===== config.mk =====
export PLATFORM = sky130hd
export DESIGN_NAME = fp_cmp_scheduler
export DESIGN_NICKNAME = d
export VERILOG_FILES = /design/src/rtl/fp_cmp_pkg.sv /design/src/rtl/fp_cmp_scheduler_sub.sv /design/src/rtl/fp_cmp_scheduler.sv
export SDC_FILE = /design/constraint.sdc
export NUM_CORES = 1
export LEC_CHECK = 0
export BUFFER_PORTS_ARGS = -buffer_cell sky130_fd_sc_hd__buf_2
export CORE_AREA = 2 2 177 197
export CTS_CLUSTER_DIAMETER = 80
export DETAILED_ROUTE_END_ITERATION = 12
export DIE_AREA = 0 0 179 199
export PLACE_DENSITY = 0.72
export SYNTH_ARGS = -nofsm -noshare
export SYNTH_HDL_FRONTEND = slang
export SYNTH_HIERARCHICAL = 1
export SYNTH_SLANG_ARGS = --single-unit

===== constraint.sdc =====
create_clock -name clk -period 15 [get_ports clk]
set_clock_uncertainty 0.2 [all_clocks]
set_input_delay 3 -clock clk [delete_from_list [all_inputs] [get_ports clk]]
set_output_delay 3 -clock clk [all_outputs]
set_load 0.02 [all_outputs]

===== src/rtl/fp_cmp_pkg.sv =====
// Shared field positions, exception codes and the A-B verdict decode for the
// FloPoCo 11/18 comparison scheduler.
package fp_cmp_pkg;

    localparam int FP_W     = 32;
    localparam int EXC_HI   = 31;
    localparam int EXC_LO   = 30;
    localparam int SIGN_BIT = 29;

    localparam logic [1:0] EXC_ZERO = 2'b00;
    localparam logic [1:0] EXC_NORM = 2'b01;
    localparam logic [1:0] EXC_INF  = 2'b10;
    localparam logic [1:0] EXC_NAN  = 2'b11;

    typedef struct packed {
        logic ge;
        logic nan;
    } cmp_res_t;

    function automatic cmp_res_t fp_ge_decode(input logic [FP_W-1:0] r);
        cmp_res_t res;
        case (r[EXC_HI:EXC_LO])
            EXC_ZERO:          res = '{ge: 1'b1, nan: 1'b0};
            EXC_NORM, EXC_INF: res = '{ge: ~r[SIGN_BIT], nan: 1'b0};
            EXC_NAN:           res = '{ge: 1'b0, nan: 1'b1};
            default:           res = '{ge: 1'b0, nan: 1'b1};
        endcase
        return res;
    endfunction

endpackage


===== src/rtl/fp_cmp_scheduler_sub.sv =====
// FloPoCo-format (wE=11, wF=18) subtractor R = A - B with a SUB_LAT-deep result
// pipeline; the magnitude path truncates, the sign and exception path is exact.
module fp_sub_pipe
    import fp_cmp_pkg::*;
#(
    parameter int SUB_LAT = 2
) (
    input  logic            clk,
    input  logic            rst,
    input  logic [FP_W-1:0] a,
    input  logic [FP_W-1:0] b,
    output logic [FP_W-1:0] r
);

    logic               sa_s, sb_s, swap_s, sbig_s, eff_sub_s;
    logic [1:0]         xa_s, xb_s;
    logic [28:0]        mbig_s, msml_s;
    logic [10:0]        ediff_s;
    logic [21:0]        mant_big_s, mant_sml_s;
    logic [22:0]        sum_s;
    logic [4:0]         lead_s;
    logic signed [12:0] rexp_s;
    logic [17:0]        frac_s;
    logic [FP_W-1:0]    diff_s;
    logic [FP_W-1:0]    stage_r [SUB_LAT];

    // Align, add/subtract, normalise; B's sign is flipped so this is A + (-B)
    always_comb begin
        sa_s       = a[SIGN_BIT];
        sb_s       = ~b[SIGN_BIT];
        xa_s       = a[EXC_HI:EXC_LO];
        xb_s       = b[EXC_HI:EXC_LO];
        swap_s     = (b[28:0] > a[28:0]);
        mbig_s     = swap_s ? b[28:0] : a[28:0];
        msml_s     = swap_s ? a[28:0] : b[28:0];
        sbig_s     = swap_s ? sb_s : sa_s;
        eff_sub_s  = sa_s ^ sb_s;
        ediff_s    = mbig_s[28:18] - msml_s[28:18];
        mant_big_s = {1'b1, mbig_s[17:0], 3'b000};
        mant_sml_s = (ediff_s > 11'd21) ? 22'd0 : ({1'b1, msml_s[17:0], 3'b000} >> ediff_s);
        if (eff_sub_s) begin
            sum_s = {1'b0, mant_big_s} - {1'b0, mant_sml_s};
        end else begin
            sum_s = {1'b0, mant_big_s} + {1'b0, mant_sml_s};
        end
        lead_s = 5'd0;
        for (int i = 0; i < 23; i++) begin
            if (sum_s[i]) begin
                lead_s = 5'(i);
            end else begin
                lead_s = lead_s;
            end
        end
        frac_s = 18'((sum_s << (5'd22 - lead_s)) >> 4);
        rexp_s = 13'(mbig_s[28:18]) + 13'(lead_s) - 13'd21;

        if (xa_s == EXC_NAN || xb_s == EXC_NAN) begin
            diff_s = {EXC_NAN, 30'd0};
        end else if (xa_s == EXC_INF && xb_s == EXC_INF) begin
            diff_s = (sa_s == sb_s) ? {EXC_INF, sa_s, 29'd0} : {EXC_NAN, 30'd0};
        end else if (xa_s == EXC_INF) begin
            diff_s = {EXC_INF, sa_s, 29'd0};
        end else if (xb_s == EXC_INF) begin
            diff_s = {EXC_INF, sb_s, 29'd0};
        end else if (xa_s == EXC_ZERO && xb_s == EXC_ZERO) begin
            diff_s = {EXC_ZERO, sa_s & sb_s, 29'd0};
        end else if (xa_s == EXC_ZERO) begin
            diff_s = {xb_s, sb_s, b[28:0]};
        end else if (xb_s == EXC_ZERO) begin
            diff_s = a;
        end else if (sum_s == 23'd0) begin
            diff_s = {EXC_ZERO, 30'd0};
        end else if (rexp_s < 13'sd0) begin
            diff_s = {EXC_ZERO, sbig_s, 29'd0};
        end else if (rexp_s > 13'sd2047) begin
            diff_s = {EXC_INF, sbig_s, 29'd0};
        end else begin
            diff_s = {EXC_NORM, sbig_s, rexp_s[10:0], frac_s};
        end
    end

    // Fixed-latency result pipeline matching the core depth
    always_ff @(posedge clk or posedge rst) begin
        if (rst) begin
            for (int i = 0; i < SUB_LAT; i++) begin
                stage_r[i] <= '0;
            end
        end else begin
            stage_r[0] <= diff_s;
            for (int i = 1; i < SUB_LAT; i++) begin
                stage_r[i] <= stage_r[i-1];
            end
        end
    end

    assign r = stage_r[SUB_LAT-1];

endmodule


===== src/rtl/fp_cmp_scheduler.sv =====
// Round-robin sharing of one pipelined FP subtractor among NREQ comparison
// requesters; a tag pipeline routes each A>=B verdict back to its requester.
module fp_cmp_scheduler
    import fp_cmp_pkg::*;
#(
    parameter int NREQ    = 4,
    parameter int SUB_LAT = 2,
    parameter int W       = 32
) (
    input  logic              clk,
    input  logic              rst,
    input  logic [NREQ-1:0]   req_valid,
    input  logic [NREQ*W-1:0] req_a,
    input  logic [NREQ*W-1:0] req_b,
    output logic [NREQ-1:0]   req_ready,
    output logic [NREQ-1:0]   rsp_valid,
    output logic              rsp_ge,
    output logic              rsp_nan,
    output logic              busy
);

    localparam int IDW = $clog2(NREQ);

    logic [IDW-1:0]     rr_r, cand_s, grant_idx_s;
    logic               grant_any_s;
    logic [W-1:0]       sub_a_s, sub_b_s, sub_r_s;
    logic [SUB_LAT-1:0] tag_vld_r;
    logic [IDW-1:0]     tag_id_r [SUB_LAT];
    cmp_res_t           dec_s;

    // Round-robin pick: first valid requester at or after the pointer
    always_comb begin
        grant_any_s = 1'b0;
        grant_idx_s = '0;
        cand_s      = '0;
        req_ready   = '0;
        for (int k = 0; k < NREQ; k++) begin
            cand_s = IDW'((int'(rr_r) + k) % NREQ);
            if (!grant_any_s && req_valid[cand_s]) begin
                grant_any_s = 1'b1;
                grant_idx_s = cand_s;
            end else begin
                grant_any_s = grant_any_s;
            end
        end
        if (grant_any_s) begin
            req_ready[grant_idx_s] = 1'b1;
        end else begin
            req_ready = '0;
        end
    end

    // Operand mux into the shared subtractor; zeros on idle cycles
    always_comb begin
        if (grant_any_s) begin
            sub_a_s = req_a[grant_idx_s*W +: W];
            sub_b_s = req_b[grant_idx_s*W +: W];
        end else begin
            sub_a_s = '0;
            sub_b_s = '0;
        end
    end

    fp_sub_pipe #(.SUB_LAT(SUB_LAT)) u_sub (
        .clk (clk),
        .rst (rst),
        .a   (sub_a_s),
        .b   (sub_b_s),
        .r   (sub_r_s)
    );

    // Pointer moves just past the granted requester
    always_ff @(posedge clk or posedge rst) begin
        if (rst) begin
            rr_r <= '0;
        end else if (grant_any_s) begin
            rr_r <= (int'(grant_idx_s) == NREQ - 1) ? '0 : grant_idx_s + IDW'(1);
        end else begin
            rr_r <= rr_r;
        end
    end

    // Tag shift register tracking who owns each subtractor stage
    always_ff @(posedge clk or posedge rst) begin
        if (rst) begin
            tag_vld_r <= '0;
            for (int i = 0; i < SUB_LAT; i++) begin
                tag_id_r[i] <= '0;
            end
        end else begin
            tag_vld_r[0] <= grant_any_s;
            tag_id_r[0]  <= grant_idx_s;
            for (int i = 1; i < SUB_LAT; i++) begin
                tag_vld_r[i] <= tag_vld_r[i-1];
                tag_id_r[i]  <= tag_id_r[i-1];
            end
        end
    end

    assign dec_s = fp_ge_decode(sub_r_s);

    // Response register; verdict bits hold between responses
    always_ff @(posedge clk or posedge rst) begin
        if (rst) begin
            rsp_valid <= '0;
            rsp_ge    <= 1'b0;
            rsp_nan   <= 1'b0;
        end else if (tag_vld_r[SUB_LAT-1]) begin
            rsp_valid <= {{(NREQ-1){1'b0}}, 1'b1} << tag_id_r[SUB_LAT-1];
            rsp_ge    <= dec_s.ge;
            rsp_nan   <= dec_s.nan;
        end else begin
            rsp_valid <= '0;
            rsp_ge    <= rsp_ge;
            rsp_nan   <= rsp_nan;
        end
    end

    assign busy = (|tag_vld_r) | (|rsp_valid);

endmodule

==> results.sh <==
export IMPL_num_vias=11900
export IMPL_io_pins=273
export IMPL_cts_made_buffers=3
export IMPL_wl_per_cell_um=19.9
export IMPL_cp_end_kind="flip-flop"
export IMPL_grt_usage_pct=20.9
export IMPL_placedInstanceArea_um2=12000
export IMPL_finalNonFillerCells=2108
export IMPL_whs_path_depth=0
export IMPL_rr_worst_depth=64
export IMPL_overflow=0
export IMPL_max_freq_mhz=69.3
export IMPL_start_util_pct=28.3
export IMPL_cts_htree_levels=1
export IMPL_placed_cells=2081
export IMPL_period_minus_slack_ps=14440
export IMPL_dieArea_um2=35600
export IMPL_die_w_um=179
export IMPL_ant_nets=0
export IMPL_nets=2015
export IMPL_hold_viol=0
export IMPL_synth_area_um2=9530
export IMPL_cp_common_cell="a21oi_1"
export IMPL_grt_max_degree=63
export IMPL_root_buffer="clkbuf_16"
export IMPL_postSynthCellCount=1346
export IMPL_antenna_found_initial=3
export IMPL_timing_hold_ws_ps=151
export IMPL_drc=0
export IMPL_slowest_delay_ps=510
export IMPL_syn_to_final_growth_pct=36.1
export IMPL_maxSlewHeadroom_pct=37.0
export IMPL_drtIter0Drc=1039
export IMPL_cp_slowest_cell="mux2i_1"
export IMPL_drive_gt1_share_pct=34.1
export IMPL_fin_ws_ps=562
export IMPL_synth_area_per_cell_um2=7.08
export IMPL_tritoncts="built"
export IMPL_hp_class="flip-flop to flip-flop"
export IMPL_portBuffers=272
export IMPL_fp_row_count=71
export IMPL_drv_cap=0
export IMPL_viasPerCell=5.67
export IMPL_cp_arrival_ps=14370
export IMPL_drt_first_pass_iters=6
export IMPL_critPathLaunchType="input port"
export IMPL_core_um2=33700
export IMPL_cts_buffer_depth=2
export IMPL_worst_slew_pin_slew_ps=935
export IMPL_clock_latency_ps=250
export IMPL_synth_nets=1692
export IMPL_die_h_um=199
export IMPL_status="completed"
export IMPL_critPathKind="input port to flip-flop"
export IMPL_cp_max_fo=11
export IMPL_drv_slew=0
export IMPL_fin_area_um2=13000
export IMPL_postCtsHoldBufs=0
export IMPL_dpl_worst_slack_ps=-128
export IMPL_first_global_vias=11100
export IMPL_grt_pass1_wl_mm=59.1
export IMPL_ys_warn_count=6
export IMPL_dp_hpwl_mm=32.4
export IMPL_required_ps=14930
export IMPL_drt_wl_total_mm=41.8
export IMPL_setup_viol=0
export IMPL_cts_sinks=20
export IMPL_clk_pin_slew_ps=50
export IMPL_gp_congestion=0.992
export IMPL_period_share_pct=96.3
## layout by cell type (no fill, tap or decap), drive strengths merged, types with 8 or more instances in the layout
cell     instances
dfrtp           20
nor2b           28
a31oi            9
o21a             8
and2            10
a21oi          103
o31ai            9
or2             11
nand2b          26
xnor2           21
or3             10
a21o            20
buf            408
ha              82
nand2          126
and3            13
mux2            11
nor3            21
o22ai           71
nand4           21
nor3b            9
nor4            10
nor2            89
o211ai          11
xor2            10
a211oi          19
clkbuf           9
o21bai           9
mux2i          179
o21ai           91
inv             86
a311oi           8
nand3           29
a2111oi         11
## state kept, by name (all words and copies together), names as in the netlist
name	count
rr_r	2
rsp_ge	1
rsp_nan	1
rsp_valid	4
tag_id_r	4
tag_vld_r	2
u_sub/r	3
u_sub/stage_r	3
## through the flow
step	utilization, %	TNS [ps]
detailed placement	35.5	-128
finish	38.5	0
global placement	35.5	0
floorplan	-	0
CTS	35.8	0
global route	38.5	-127
## path summary, 6_finish.rpt
path	start	to	slack (ps)
hold reg to reg	u_sub/stage_r[62]	u_sub/r[30]	150
hold / removal	u_sub/stage_r[62]	u_sub/r[30]	150
max in group asynchronous	rst	rsp_ge	11660
setup reg to reg	rr_r[0]	u_sub/stage_r[62]	2870
setup / recovery	req_valid[0]	u_sub/stage_r[62]	560
min in group asynchronous	rst	u_sub/stage_r[61]	2480
## repair_timing
item                                    CTS  global route
endpoints found under the setup margin    0             2
gates resized for setup                   0           140
buffers inserted                          0            16
## critical path: cells and delay by family
kind / cells / cell delay (ps)
buffers and inverters: 12 / 1420
AO/OA/AOI/OAI: 27 / 4130
adder cells (fa/ha/maj): 5 / 1240
XOR/XNOR: 1 / 250
multiplexers: 3 / 900
AND/OR/NAND/NOR: 17 / 3400
## area by class of cell
class,instances,area (µm²)
fill,3454,20700
multi-input combinational,1143,8890
timing repair buffer,413,2610
tap,438,548
sequential,20,500
inverter,88,330
clock buffer,4,88.8
antenna,2,5.00
## layer usage
metal | wire, µm | global-route usage, %
met3 | 3580 | 3.92
met2 | 19600 | 35.5
met1 | 16300 | 25.3
met5 | 0 | 0
met4 | 2390 | 10.0
Power is not shown: default switching activity piles up to over one toggle a cycle in this logic, so the estimate is an artifact.
